===== config.mk =====
export PLATFORM = sky130hd
export DESIGN_NAME = vmac_sequencer
export DESIGN_NICKNAME = d
export VERILOG_FILES = /design/src/rtl/vmac_sequencer.sv
export SDC_FILE = /design/constraint.sdc
export NUM_CORES = 1
export LEC_CHECK = 0
export BUFFER_PORTS_ARGS = -buffer_cell sky130_fd_sc_hd__clkbuf_2
export CORE_MARGIN = 4
export CORE_UTILIZATION = 48
export DETAILED_ROUTE_END_ITERATION = 10
export GPL_TIMING_DRIVEN = 0
export HOLD_SLACK_MARGIN = 0.08
export PLACE_DENSITY_LB_ADDON = 0.25
export RECOVER_POWER = 25
export SYNTH_ARGS = -nofsm -noshare
export SYNTH_HDL_FRONTEND = slang
export SYNTH_SLANG_ARGS = --single-unit

===== constraint.sdc =====
create_clock -name clk -period 2.97 [get_ports clk]
set_input_delay 0.297 -clock clk [delete_from_list [all_inputs] [get_ports clk]]
set_output_delay 0.297 -clock clk [all_outputs]
set_load 0.05 [all_outputs]

===== src/rtl/vmac_sequencer.sv =====
// Job-batch sequencer for a vector MAC: fetches a/b/c operand words per job from
// a word-addressed memory, waits for the MAC pipeline, and writes the result back.
module vmac_sequencer #(
    parameter int VLEN    = 48,
    parameter int ADDR_W  = 8,
    parameter int MAC_LAT = 1
) (
    input  logic              clk,
    input  logic              reset,
    input  logic              start,
    input  logic [ADDR_W-1:0] base_addr,
    input  logic [ADDR_W-1:0] num_jobs,
    output logic              busy,
    output logic              done,
    output logic              mem_en,
    output logic              mem_we,
    output logic [ADDR_W-1:0] mem_addr,
    output logic [VLEN-1:0]   mem_wdata,
    input  logic [VLEN-1:0]   mem_rdata,
    output logic [VLEN-1:0]   a_vec,
    output logic [VLEN-1:0]   b_vec,
    output logic [VLEN-1:0]   c_vec,
    input  logic [VLEN-1:0]   mac_out
);

    localparam int CNT_W = 4;

    typedef enum logic [2:0] {
        S_IDLE, S_RD_A, S_RD_B, S_RD_C, S_CAPT, S_WAIT, S_WR, S_DONE
    } state_t;

    state_t              state_q, state_d;
    logic [ADDR_W-1:0]   base_q, base_d;
    logic [ADDR_W-1:0]   num_q, num_d;
    logic [ADDR_W-1:0]   k_q, k_d;
    logic [CNT_W-1:0]    cnt_q, cnt_d;
    logic [VLEN-1:0]     a_q, a_d, b_q, b_d, c_q, c_d;
    logic [ADDR_W-1:0]   job_addr;
    logic [ADDR_W-1:0]   last_k;

    // Job word J = base + 4k; the sum wraps naturally at ADDR_W bits.
    assign job_addr = base_q + {k_q[ADDR_W-3:0], 2'b00};
    assign last_k   = num_q - ADDR_W'(1);

    assign a_vec = a_q;
    assign b_vec = b_q;
    assign c_vec = c_q;

    always_ff @(posedge clk) begin
        if (reset) begin
            state_q <= S_IDLE;
            base_q  <= '0;
            num_q   <= '0;
            k_q     <= '0;
            cnt_q   <= '0;
            a_q     <= '0;
            b_q     <= '0;
            c_q     <= '0;
        end else begin
            state_q <= state_d;
            base_q  <= base_d;
            num_q   <= num_d;
            k_q     <= k_d;
            cnt_q   <= cnt_d;
            a_q     <= a_d;
            b_q     <= b_d;
            c_q     <= c_d;
        end
    end

    always_comb begin
        state_d   = state_q;
        base_d    = base_q;
        num_d     = num_q;
        k_d       = k_q;
        cnt_d     = cnt_q;
        a_d       = a_q;
        b_d       = b_q;
        c_d       = c_q;
        busy      = (state_q != S_IDLE);
        done      = 1'b0;
        mem_en    = 1'b0;
        mem_we    = 1'b0;
        mem_addr  = '0;
        mem_wdata = '0;
        case (state_q)
            S_IDLE: begin
                if (start) begin
                    base_d  = base_addr;
                    num_d   = num_jobs;
                    k_d     = '0;
                    state_d = (num_jobs == '0) ? S_DONE : S_RD_A;
                end
            end
            S_RD_A: begin
                mem_en   = 1'b1;
                mem_addr = job_addr;
                state_d  = S_RD_B;
            end
            // Read data lags the address by one cycle, so each state captures
            // the word requested by the previous one.
            S_RD_B: begin
                mem_en   = 1'b1;
                mem_addr = job_addr + ADDR_W'(1);
                a_d      = mem_rdata;
                state_d  = S_RD_C;
            end
            S_RD_C: begin
                mem_en   = 1'b1;
                mem_addr = job_addr + ADDR_W'(2);
                b_d      = mem_rdata;
                state_d  = S_CAPT;
            end
            S_CAPT: begin
                c_d     = mem_rdata;
                cnt_d   = CNT_W'(MAC_LAT);
                state_d = S_WAIT;
            end
            S_WAIT: begin
                cnt_d = cnt_q - CNT_W'(1);
                if (cnt_q == CNT_W'(1)) begin
                    state_d = S_WR;
                end
            end
            S_WR: begin
                mem_en    = 1'b1;
                mem_we    = 1'b1;
                mem_addr  = job_addr + ADDR_W'(3);
                mem_wdata = mac_out;
                if (k_q == last_k) begin
                    state_d = S_DONE;
                end else begin
                    k_d     = k_q + ADDR_W'(1);
                    state_d = S_RD_A;
                end
            end
            S_DONE: begin
                done    = 1'b1;
                state_d = S_IDLE;
            end
            default: state_d = S_IDLE;
        endcase
    end

endmodule

# == Yosys cells after proc, flatten, opt, wreduce, memory -nomap -nowiden ==
# Cells that the tools add are included.
# totals
wordCells,50
mem_bits_ro,0
register_bits,175
in_bits,115
latch_bits,0
ram_bits,0
out_inout_bits,204
mem_count,0
# classes
div_mod_pow,0
multipliers,0
n_lt_le_gt_ge,0
eq_ne,12
muxes,14
add_sub_neg,7
n_reduce_logical,9
bitwise,0
shift,0
# ops
operator,n
48-bit two-way mux,1
8-bit one-hot mux with 4 select lines,1
3-bit one-hot mux with 8 select lines,1
"8-bit by 1-bit adder with 8-bit output, second input constant",2
"8-bit by 2-bit adder with 8-bit output, second input constant",2
8-bit two-way mux,2
8-bit one-hot mux with 2 select lines,1
"3-bit equality test, second input constant",4
3-bit two-way mux,4
8-bit adder,1
8-bit equality test,1
8-bit logical NOT,1
4-bit one-hot mux with 2 select lines,1
"8-bit by 1-bit subtractor with 8-bit output, second input constant",1
"3-bit by 2-bit equality test with 1-bit output, second input constant",2
"2-bit != test, second input constant",3
"4-bit by 1-bit equality test with 1-bit output, second input constant",1
2-bit AND reduction,2
2-bit nonzero test,2
4-bit OR reduction,1
"4-bit by 1-bit subtractor with 4-bit output, second input constant",1
"3-bit by 1-bit equality test with 1-bit output, second input constant",1
3-bit logical NOT,1
1-bit two-way mux,3
other kinds (2),2

# == Logic depth before layout (Yosys ltp) ==
# Gate-level depths: netlist (run 1).
# depth
ltp_word,4
ltp_mapped,9
ltp_nobuf,9

# == Least setup slack after synthesis (run 1) ==
# OpenSTA, ideal clock, no wires.
# synth_timing
path_kind,register -> output
start,reg state_q[2]
end,out mem_addr[6]
setup_slack_ps,-419
path_stages_with_launch,8
required_time_ps,2673
n_path_buf,1
t_arrival_ps,3092
path_cell_list,dfxtp_1 and3b_2 clkbuf_1 fa_1 inv_1 o21ai_0 nand3_1 o21ai_0
# synth_between
elab_chain_len,2
elab_cells_between_ends,5
cone_classes,eq/ne: 4; mux: 1
# synth_rtl
item,line_no,rtl
"start, declared",32,"state_t state_q, state_d;"
"start signal, assigned",60,state_q <= state_d;
"3-bit equality test, or another cell as far along",86,case (state_q)
8-bit one-hot mux with 4 select lines (*),86,
"end, declared",17,"output logic [ADDR_W-1:0] mem_addr,"
# Every way passes the cells marked *; elsewhere a longest branch is shown, timed or not.

# == Final worst setup path (run 1) ==
# layout_timing
start,reg k_q[0]
end,out mem_addr[7]
# layout_between
elab_chain_len,3
elab_cells_between_ends,5
cone_classes,add/sub: 4; mux: 1
# layout_rtl
item,line_no,rtl
"start, declared",35,"logic [ADDR_W-1:0] k_q, k_d;"
"start signal, assigned",63,k_q <= k_d;
8-bit adder (*),42,"assign job_addr = base_q + {k_q[ADDR_W-3:0], 2'b00};"
"8-bit by 2-bit adder with 8-bit output, or another cell as far along",128,mem_addr = job_addr + ADDR_W'(3);
8-bit one-hot mux with 4 select lines (*),86,
# Marks and branches as above.

==> results of run 1 <==
stage by stage:
| stage | utilization, % | hold WS (ns) | instance area [um^2] | TNS, ns |
|---|---|---|---|---|
| after floorplan | - | 0.433 | 7400 | -0.0272 |
| after global placement | 60.9 | 0.441 | 9230 | -0.291 |
| after detailed placement | 60.9 | 0.445 | 9230 | -0.372 |
| after CTS | 65.2 | 0.0862 | 9880 | 0 |
| after global routing | 64.7 | 0.0893 | 9800 | -0.0871 |
| final | 64.7 | 0.0962 | 9800 | -0.0343 |
path summary, 6_finish.rpt:
path / startpoint / endpoint / slack [ns] / cells after the start
worst max-delay path: k_q[0] / mem_addr[7] / -0.03 / 10
worst min register to register: a_vec[30] / a_vec[30] / 0.45 / 2
worst max register to register: state_q[0] / a_vec[0] / 0.79 / 7
worst min-delay path: base_addr[0] / base_q[0] / 0.1 / 3
registers in the layout, indices dropped and copies added (netlist names):
name	flops
a_vec	48
b_vec	48
base_q	8
c_vec	48
cnt_q	4
k_q	8
num_q	8
state_q	3
final cells by class:
type	instances	share of cell area, %
multi-input cells	714	37.1
flip-flops and latches	175	35.9
repair buffers	324	15.7
clock buffers	18	4.48
plain buffers	64	2.72
well taps	188	2.40
clock inverters	14	1.35
inverters	10	0.383
per-layer routing:
metal / track usage (%) / up-vias
met5: 0 / -
met4: 10.7 / 2
met3: 8.89 / 56
met2: 47.3 / 327
met1: 31.3 / 3585
li1: - / 3840
critical path, stage by stage (launching register included):
cell	delay (ns)
sky130_fd_sc_hd__dfxtp_4	0.38
sky130_fd_sc_hd__ha_4	0.14
sky130_fd_sc_hd__inv_2	0.03
sky130_fd_sc_hd__fa_2	0.36
sky130_fd_sc_hd__xnor2_2	0.18
sky130_fd_sc_hd__and2b_2	0.19
sky130_fd_sc_hd__nor3b_4	0.29
sky130_fd_sc_hd__nand4_1	0.19
sky130_fd_sc_hd__a21oi_2	0.22
sky130_fd_sc_hd__mux2i_2	0.10
sky130_fd_sc_hd__clkbuf_8	0.19
power by group:
part           internal [mW]  leakage, nW  switching, mW
sequential              2.60         1.42          0.177
combinational          0.613         2.42           1.84
clock                   1.19        0.273          0.980
total                   4.40         4.11           3.00
what timing repair did:
action	4_1_cts	5_1_grt
pin swaps	3	5
gates resized for setup	15	9
setup endpoints to repair	5	4
setup buffers	4	1
gates cloned	0	0
hold endpoints to repair	1	0
hold buffers	1	0
cells by family after synthesis:
kind of cell / Yosys count / share of synthesized area, %
muxes: 11 / 1.49
DFF: 175 / 47.4
adders and majority gates: 13 / 2.40
AOI/OAI and AO/OA: 206 / 14.8
and+or+nand+nor: 469 / 28.0
xor gates and xnor gates: 15 / 1.78
buffers and inverters: 75 / 4.16
Yosys cell counts (2+ instances only):
cell                       count
sky130_fd_sc_hd__a211o_1       2
sky130_fd_sc_hd__a21o_1        4
sky130_fd_sc_hd__a21oi_1     168
sky130_fd_sc_hd__a31oi_1       6
sky130_fd_sc_hd__and2_1       53
sky130_fd_sc_hd__and2b_1       2
sky130_fd_sc_hd__and3_1        6
sky130_fd_sc_hd__buf_2        15
sky130_fd_sc_hd__clkbuf_1     48
sky130_fd_sc_hd__dfxtp_1     175
sky130_fd_sc_hd__fa_1          2
sky130_fd_sc_hd__ha_1         11
sky130_fd_sc_hd__inv_1        10
sky130_fd_sc_hd__mux2i_1      11
sky130_fd_sc_hd__nand2_1     344
sky130_fd_sc_hd__nand2b_1      5
sky130_fd_sc_hd__nand3_1       9
sky130_fd_sc_hd__nand4_1       4
sky130_fd_sc_hd__nor2_1       14
sky130_fd_sc_hd__nor2b_1       4
sky130_fd_sc_hd__nor3_1        4
sky130_fd_sc_hd__nor3b_1       3
sky130_fd_sc_hd__o211ai_1      2
sky130_fd_sc_hd__o21ai_0      12
sky130_fd_sc_hd__o22ai_1       3
sky130_fd_sc_hd__or2_2         2
sky130_fd_sc_hd__or3_1         8
sky130_fd_sc_hd__or4_1         2
sky130_fd_sc_hd__xnor2_1       9
sky130_fd_sc_hd__xor2_1        6
==> parameters.txt, run 1 <==
Parameter                              Value

Global route
  Pin count of the biggest net entering global routing    18
  Vias in the first global route    7369
  GRT Util Overall    27.3%
  Initial antenna violation count    1
  Global route overflow    0
  Wire length of the first global-routing pass    38400 um

Worst setup path
  Crit path DAT    2.71 ns
  Biggest fanout along the worst timing path    6
  Element type at the critical path end    output pin
  Kind of start point of the critical path    register
  Crit path required time    2.67 ns
  Start-to-end type of the worst setup path    register to output pin

Finish
  Sequential cell area    3520 um^2
  Ratio of cells with drive above 1 in the final layout    22.7%
  Number of diodes    0
  Cell Count, Final, Fillers Out    1507
  Commonest non-fill, non-tap cell in the layout    sky130_fd_sc_hd__nand2_1
  Area taken by multi-input logic gates    3640 um^2
  Commonest cells after routing, fill and taps aside    344 x sky130_fd_sc_hd__nand2_1, 221 x sky130_fd_sc_hd__clkbuf_2, 169 x sky130_fd_sc_hd__dfxtp_1
  # fillers    1418
  Final Net Count    1434
  Synthesis-to-finish area growth    32.5%

Yosys
  Proportion of synthesized chip area in sequential cells    47.4%
  Cell types with the largest area share after synthesis    sky130_fd_sc_hd__dfxtp_1 47%, sky130_fd_sc_hd__nand2_1 17%, sky130_fd_sc_hd__a21oi_1 11%, sky130_fd_sc_hd__and2_1 4.5%, sky130_fd_sc_hd__clkbuf_1 2.4%
  Syn avg cell area    7.67 um^2
  Number of enable-type register cells in the synthesized netlist    0
  Number of warnings printed during yosys synthesis    0
  Total nets after synthesis    1092
  Cell taking the most area after synthesis    sky130_fd_sc_hd__dfxtp_1
  Distinct cell type count of the synthesized netlist    50
  Number of synthesized register bits    175
  Leading register cell type out of synthesis    sky130_fd_sc_hd__dfxtp_1
  Share of flip-flops with an asynchronous set or reset    0%
  Post-synthesis cell area    7400 um^2
  Area share of the largest cell type after synthesis    47.4%
  Synthesized instance count    964

Power
  Worst supply voltage drop on vdd    0.463 mV
  Final total power    7.40 mW
  Pwr/cell area    756 nW/um^2
  Static Leak    4.11 nW

Run status
  Outcome    finished with violations
  Violated checks    setup timing

Route
  Routed Antenna Nets    0
  1st-iter DRT viols    381
  Drt total wl    24800 um
  Met1 routed wirelength after detailed routing    9760 um
  Via-per-instance ratio    5.18
  Via Count    7810
  DRC errors left    0
  Average wire per cell in the routed design    16.5 um
  Initial DRT Pass Iterations    5
  Top layer used by detailed routing    met5
  Sum of met2 wire segment lengths after detailed routing    12300 um
  Sum of met3 wire segment lengths after detailed routing    2090 um

Floorplan
  I/O pin count    319
  Die Footprint    17500 um^2
  Width of the die    132 um
  Chip height    132 um
  Starting density of the core    48.8%
  Area of the placeable core    15100 um^2
  Number of core rows    45

Clock network
  TritonCTS clock tree    yes
  Number of buffers added by the clock tree synthesis step    17
  CTS Root Cell    sky130_fd_sc_hd__clkbuf_16
  Buffer depth of the longest clock path    2
  Worst-skew pair later-pin latency    0.43 ns
  Clock tree sinks    175
  Max H-tree Level    4
  CTS clock-pin slew for the worst setup and hold paths    0.07 ns

Placed design
  Half-perimeter wire length after detailed placement    18700 um
  Total instance count after detailed placement    1470
  Worst-case setup slack after placement    -0.211 ns
  Number of I/O port buffers    318
  Gp weighted congestion    0.865

Timing
  Final worst-path cycle share    101%
  Final hold vios    0
  Slew at the pin closest to its max-slew limit    0.731 ns
  Final setup violation count    1
  Final min period    3.00 ns
  Worst rel slew slack    51.3%
  Max Freq    333 MHz
  PnR worst setup slack    -0.0343 ns
  Worst clock skew    0.00926 ns
  Setup repair after global routing missed its margin    true
  Slew Viols, Final    0

Job
  Max Cap Viol    0

Min path
  Hold/Removal Path Class    input port to register
Power figures use the tool's default switching activity.
==> run 2, diff against run 1 <==
- CELL_PAD_IN_SITES_DETAIL_PLACEMENT: not set -> 2
- CELL_PAD_IN_SITES_GLOBAL_PLACEMENT: not set -> 2
- CORE_UTILIZATION: 48 -> 25
==> run 2 against run 1 <==
Net effect:
- the run now ends clean
- core utilization shrank 30 points
- global-route usage shrank 8.0 points
- sequential share of layout area shrank 1.1 points
- clock skew grew 0.0056 ns
- register-to-register slack lost 0.17 ns
- combinational power grew 3%
- clock-buffer cell count shrank 1
- critical endpoint unchanged
==> parameters.txt, run 2 (synthesized netlist as in run 1, its figures left out) <==
Parameter                              Value

Run status
  Outcome    finished clean

Power
  Internal power summed over all cells    4.42 mW (+0.37%)
  Static Leak    4.16 nW (+1.1%)
  Sequential power share    36.4% (-1.1 points)
  Relative contribution of combinational cells to total power    33.3% (about the same)
  Final total power    7.62 mW (+2.9%)
  Clock network fraction of design power    30.3% (+1.0 points)
  Switching Power    3.20 mW (+6.7%)
  Worst supply voltage drop on vdd    0.299 mV (-35%)
  Pwr/cell area    753 nW/um^2 (-0.29%)
  Fraction of power spent switching nets    42.0% (+1.5 points)

Worst setup path
  Start-to-end type of the worst setup path    register to output pin
  Crit path DAT    2.60 ns (-0.11 ns)
  Worst reg-to-reg setup slack    0.62 ns (-0.17 ns)
  Crit path required time    2.67 ns (about the same)
  Depth of the worst register-to-register path    7 (unchanged)
  Cell breakdown of the critical path    ha_4 > inv_2 > fa_2 > and2b_2 > nor3b_4 > nand4_1 > a21oi_2 > mux2i_2 > clkbuf_8
  Reg-to-Reg Start    state_q[0]
  Critical-path top delay cell    sky130_fd_sc_hd__fa_2
  Biggest fanout along the worst timing path    6 (unchanged)
  Kind of start point of the critical path    register
  Worst path max stage delay    0.43 ns (+0.05 ns)
  Worst R2R End    a_vec[43]
  Element type at the critical path end    output pin

Clock network
  Number of buffers added by the clock tree synthesis step    17 (unchanged)
  Worst-skew pair later-pin latency    0.43 ns (about the same)
  CTS Root Cell    sky130_fd_sc_hd__clkbuf_16
  Buffer depth of the longest clock path    2 (unchanged)
  Clock tree sinks    175 (unchanged)
  TritonCTS clock tree    yes
  CTS clock-pin slew for the worst setup and hold paths    0.07 ns (about the same)
  Max H-tree Level    4 (unchanged)

Finish
  # fillers    3497 (+150%)
  Commonest cells after routing, fill and taps aside    344 x sky130_fd_sc_hd__nand2_1, 222 x sky130_fd_sc_hd__clkbuf_2, 170 x sky130_fd_sc_hd__dfxtp_1
  Final Net Count    1438 (+0.28%)
  Post-layout instance area    10100 um^2 (+3.2%)
  Ratio of cells with drive above 1 in the final layout    23.1% (+0.33 points)
  Sequential cell area    3520 um^2 (+0.11%)
  Synthesis-to-finish area growth    36.8%
  Area taken by multi-input logic gates    3640 um^2 (+0.21%)
  Commonest non-fill, non-tap cell in the layout    sky130_fd_sc_hd__nand2_1

Route
  Via Count    8036 (+2.9%)
  DRC errors left    0 (unchanged)
  Average wire per cell in the routed design    18.7 um (+13%)
  1st-iter DRT viols    286 (-25%)
  Routed Antenna Nets    0 (unchanged)
  Initial DRT Pass Iterations    4 (-1)
  Via-per-instance ratio    4.71 (-9.2%)
  Drt total wl    31900 um (+28%)

Floorplan
  Die Footprint    32400 um^2 (+86%)
  Width of the die    180 um (+36%)
  Area of the placeable core    28900 um^2 (+91%)
  Number of core rows    62 (+38%)
  I/O pin count    319 (unchanged)
  Chip height    180 um (+36%)
  Starting density of the core    25.6% (-23 points)

Placed design
  Gp weighted congestion    0.921 (+6.5%)
  Number of I/O port buffers    318 (unchanged)
  Half-perimeter wire length after detailed placement    25000 um (+33%)
  Area after detailed placement    9470 um^2 (+2.7%)
  Worst-case setup slack after placement    -0.307 ns (-0.0953 ns)

Global route
  Vias in the first global route    8789 (+19%)
  Pin count of the biggest net entering global routing    19 (+1)
  GRT Util Overall    19.3% (-8.0 points)
  Wire length of the first global-routing pass    50200 um (+31%)
  Initial antenna violation count    0 (-1)
  Global route overflow    0 (unchanged)

Timing
  Slew at the pin closest to its max-slew limit    0.799 ns (+0.0680 ns)
  Final setup violation count    0 (-1)
  Post-Route Setup TNS    0 ns (+0.0343 ns)
  Final hold vios    0 (unchanged)
  Worst clock skew    0.0148 ns (+0.00557 ns)
  PnR worst setup slack    0.0778 ns (+0.112 ns)
  Worst hold-check slack    0.0973 ns (+0.00112 ns)
  Final min period    2.89 ns (-0.112 ns)
  Setup repair after global routing missed its margin    true
  Slew Viols, Final    0 (unchanged)
  Max Freq    346 MHz (+3.9%)
  Worst rel slew slack    46.7% (-4.5 points)
  Final worst-path cycle share    97.4% (-3.8 points)

Min path
  Cell count of the worst hold path    3 (unchanged)
  End point of the most critical hold path    base_q[2]
  Worst min-delay path startpoint    base_addr[2]
  Hold/Removal Path Class    input port to register

Job
  Max Cap Viol    0 (unchanged)
-- run 2: cell types whose count changed in the layout (fill, tap and decap cells not counted), sizes merged --
cell | previous run | this run
buf | 23 | 27
clkbuf | 382 | 381
clkinv | 5 | 7
clkinvlp | 4 | 0
diode | 0 | 1
inv | 14 | 16
-- run 2: power by group through the flow --
stage	logic [mW]	registers, mW	clock network, mW
2_1_floorplan	1.11	3.46	0
3_3_place_gp	2.52	2.82	0
3_5_place_dp	2.57	2.84	0
4_1_cts	2.61	2.78	2.38
5_1_grt	2.77	2.81	2.48
6_report	2.54	2.77	2.31
-- run 2: worst max path at each step --
stage | end | start
2_1_floorplan | mem_addr[6] | k_q[0]
3_3_place_gp | mem_addr[7] | k_q[0]
3_5_place_dp | mem_addr[7] | k_q[0]
4_1_cts | mem_addr[7] | base_q[2]
5_1_grt | mem_addr[7] | base_q[2]
6_report | mem_addr[7] | base_q[2]
-- run 2: area by class of cell --
cell class	instances	area share, %
buffer	64	2.65
timing repair buffer	328	15.5
multi-input combinational	714	36.0
sequential	175	34.8
clock inverter	14	1.67
clock buffer	17	4.21
tap	384	4.75
antenna	1	0.0247
inverter	10	0.371
-- run 2: worst max-delay path, delay by kind of cell, from the launching register on --
family | cells | cell delay [ns]
buffers and inverters | 2 | 0.25
adder cells (fa/ha/maj) | 2 | 0.59
flip-flops | 1 | 0.36
multiplexers | 1 | 0.10
AND/OR/NAND/NOR | 3 | 0.68
AO/OA/AOI/OAI | 1 | 0.20
-- run 2: through the flow --
stage               std cells  utilization (%)
global route             1706             34.9
CTS                      1705             35.2
floorplan                 964                -
finish                   1707             35.0
detailed placement       1666             32.7
global placement         1666             32.7
-- run 2: routing by layer --
metal	routed length, um	share of wire (%)	track usage [%]
met5	0	0	0
met4	473	1.5	4.54
met1	13300	42	22.4
met3	2090	6.6	5.78
met2	16000	50	34.9
-- run 2: repair_timing --
item,in CTS,in global routing
pin swaps,5,6
gates cloned,0,0
endpoints found under the hold margin,1,0
setup buffers,8,1
endpoints found under the setup margin,5,5
resized for setup,18,12
hold buffers,1,0
==> run 3, diff against run 2 <==
- PLACE_DENSITY_LB_ADDON: 0.25 -> 0.05
==> run 3 against run 2 <==
Net effect:
- non-clock buffer count grew 3
- first-iteration DRC count shrank 17%
- register-to-register slack gained 0.08 ns
- clock skew grew 0.0043 ns
- critical path type unchanged
- clock power shrank 2%
==> parameters.txt, run 3 (synthesized netlist as in run 1, its figures left out) <==
Parameter                              Value

Route
  Via Count    7966 (-0.87%)
  1st-iter DRT viols    237 (-17%)
  Average wire per cell in the routed design    19.6 um (+5.2%)
  DRC errors left    0 (unchanged)
  Via-per-instance ratio    4.66 (-1.0%)
  Routed Antenna Nets    0 (unchanged)
  Drt total wl    33600 um (+5.4%)
  Initial DRT Pass Iterations    4 (unchanged)

Clock network
  CTS clock-pin slew for the worst setup and hold paths    0.07 ns (about the same)
  Buffer depth of the longest clock path    2 (unchanged)
  Number of buffers added by the clock tree synthesis step    17 (unchanged)
  Worst-skew pair later-pin latency    0.44 ns (about the same)
  CTS Root Cell    sky130_fd_sc_hd__clkbuf_16
  Max H-tree Level    4 (unchanged)
  TritonCTS clock tree    yes
  Clock tree sinks    175 (unchanged)

Timing
  Worst clock skew    0.0191 ns (+0.00426 ns)
  Slew at the pin closest to its max-slew limit    0.744 ns (-0.0554 ns)
  Worst rel slew slack    50.4% (+3.7 points)
  Final min period    2.95 ns (+0.0563 ns)
  Final worst-path cycle share    99.3% (+1.9 points)
  Setup repair after global routing missed its margin    true
  Slew Viols, Final    0 (unchanged)
  Worst hold-check slack    0.0992 ns (+0.00194 ns)
  Final hold vios    0 (unchanged)
  Max Freq    339 MHz (-1.9%)
  Final setup violation count    0 (unchanged)

Worst setup path
  Crit path required time    2.67 ns (about the same)
  Depth of the worst register-to-register path    7 (unchanged)
  Worst R2R End    a_vec[46]
  Kind of start point of the critical path    register
  Worst reg-to-reg setup slack    0.70 ns (+0.08 ns)
  CP Capture Point    mem_addr[7]
  Crit path DAT    2.65 ns (+0.05 ns)
  Biggest fanout along the worst timing path    5 (-1)
  Element type at the critical path end    output pin
  Start-to-end type of the worst setup path    register to output pin
  Reg-to-Reg Start    state_q[0]
  CP startpoint    k_q[0]

Finish
  Synthesis-to-finish area growth    38.3%
  Ratio of cells with drive above 1 in the final layout    23.5% (+0.46 points)
  Commonest cells after routing, fill and taps aside    344 x sky130_fd_sc_hd__nand2_1, 220 x sky130_fd_sc_hd__clkbuf_2, 167 x sky130_fd_sc_hd__a21oi_1, 167 x sky130_fd_sc_hd__dfxtp_1, 141 x sky130_fd_sc_hd__clkbuf_1
  Commonest non-fill, non-tap cell in the layout    sky130_fd_sc_hd__nand2_1
  Number of diodes    0 (-1)
  Final Net Count    1441 (+0.21%)
  Post-layout instance area    10200 um^2 (+1.1%)
  # fillers    3547 (+1.4%)

Placed design
  Number of I/O port buffers    318 (unchanged)
  Area after detailed placement    9470 um^2 (unchanged)
  Half-perimeter wire length after detailed placement    26000 um (+4.1%)
  Gp weighted congestion    0.904 (-1.8%)

Power
  Worst supply voltage drop on vdd    0.342 mV (+15%)
  Static Leak    4.18 nW (+0.54%)
  Pwr/cell area    747 nW/um^2 (-0.85%)

Floorplan
  Area of the placeable core    28900 um^2 (unchanged)
  Number of core rows    62 (unchanged)
  Chip height    180 um (unchanged)
  Width of the die    180 um (unchanged)
  I/O pin count    319 (unchanged)
  Die Footprint    32400 um^2 (unchanged)
  Starting density of the core    25.6% (unchanged)

Global route
  GRT Util Overall    20.1% (+0.80 points)
  Vias in the first global route    8548 (-2.7%)
  Global route overflow    0 (unchanged)
  Wire length of the first global-routing pass    51300 um (+2.2%)
  Pin count of the biggest net entering global routing    19 (unchanged)
  Initial antenna violation count    1 (+1)

Min path
  Worst min-delay path startpoint    base_addr[5]
  Hold/Removal Path Class    input port to register

Run status
  Outcome    finished clean

Job
  Max Cap Viol    0 (unchanged)
-- run 3: timing repair --
action	CTS	global route
setup endpoints to repair	5	4
gates resized for setup	27	22
hold buffers	6	0
gates cloned	0	0
pin swaps	6	5
hold endpoints to repair	6	0
setup buffers	5	1
-- run 3: final cells by class --
cell class	instances	area (um^2)	share of cell area (%)
plain buffers	65	278	2.72
clock buffers	18	439	4.30
clock inverters	14	148	1.44
inverters	10	37.5	0.367
multi-input cells	714	3700	36.2
flip-flops and latches	175	3520	34.5
well taps	384	480	4.70
repair buffers	330	1620	15.8
-- run 3: metal layers --
| metal | global-route usage [%] | part of all wire (%) | vias up |
|---|---|---|---|
| li1 | - | - | 3855 |
| met2 | 35.6 | 49 | 231 |
| met5 | 0 | 0.057 | - |
| met3 | 6.81 | 7.3 | 27 |
| met4 | 5.46 | 2.0 | 2 |
| met1 | 23.1 | 41 | 3851 |
-- run 3: power breakdown --
group / internal (mW) / switching (mW) / leakage (nW) / total [mW]
clock network: 1.14 / 1.13 / 0.285 / 2.27
registers: 2.60 / 0.179 / 1.42 / 2.78
logic: 0.638 / 1.95 / 2.47 / 2.59
total: 4.38 / 3.26 / 4.18 / 7.64
-- run 3: worst min path at each step --
stage / slack (ns) / cells past startpoint / end
global placement: 0.44 / 2 / c_vec[5]
floorplan: 0.43 / 2 / base_q[2]
CTS: 0.08 / 3 / num_q[0]
finish: 0.1 / 3 / base_q[5]
global route: 0.09 / 3 / num_q[5]
detailed placement: 0.45 / 2 / a_vec[34]
-- run 3: worst max-delay path: stages, from the launching register on --
cell and delay (ns):
sky130_fd_sc_hd__dfxtp_4 0.37, sky130_fd_sc_hd__ha_4 0.14, sky130_fd_sc_hd__inv_2 0.03, sky130_fd_sc_hd__fa_2 0.52, sky130_fd_sc_hd__and2b_2 0.23, sky130_fd_sc_hd__nor3b_4 0.15
sky130_fd_sc_hd__buf_6 0.15, sky130_fd_sc_hd__a31oi_4 0.14, sky130_fd_sc_hd__a21oi_2 0.05, sky130_fd_sc_hd__mux2i_2 0.21, sky130_fd_sc_hd__clkbuf_8 0.23
-- run 3: per-stage QoR --
step | power [mW] | setup slack, ns | setup TNS, ns | instances | util [%]
finish | 7.64 | 0.0216 | 0 | 1710 | 35.3
global route | 8.07 | -0.0882 | -0.160 | 1710 | 35.3
CTS | 7.76 | 0.000588 | 0 | 1709 | 35.4
detailed placement | 5.41 | -0.444 | -0.849 | 1666 | 32.7
global placement | 5.37 | -0.392 | -0.727 | 1666 | 32.7
floorplan | 4.57 | -0.0272 | -0.0272 | 964 | -
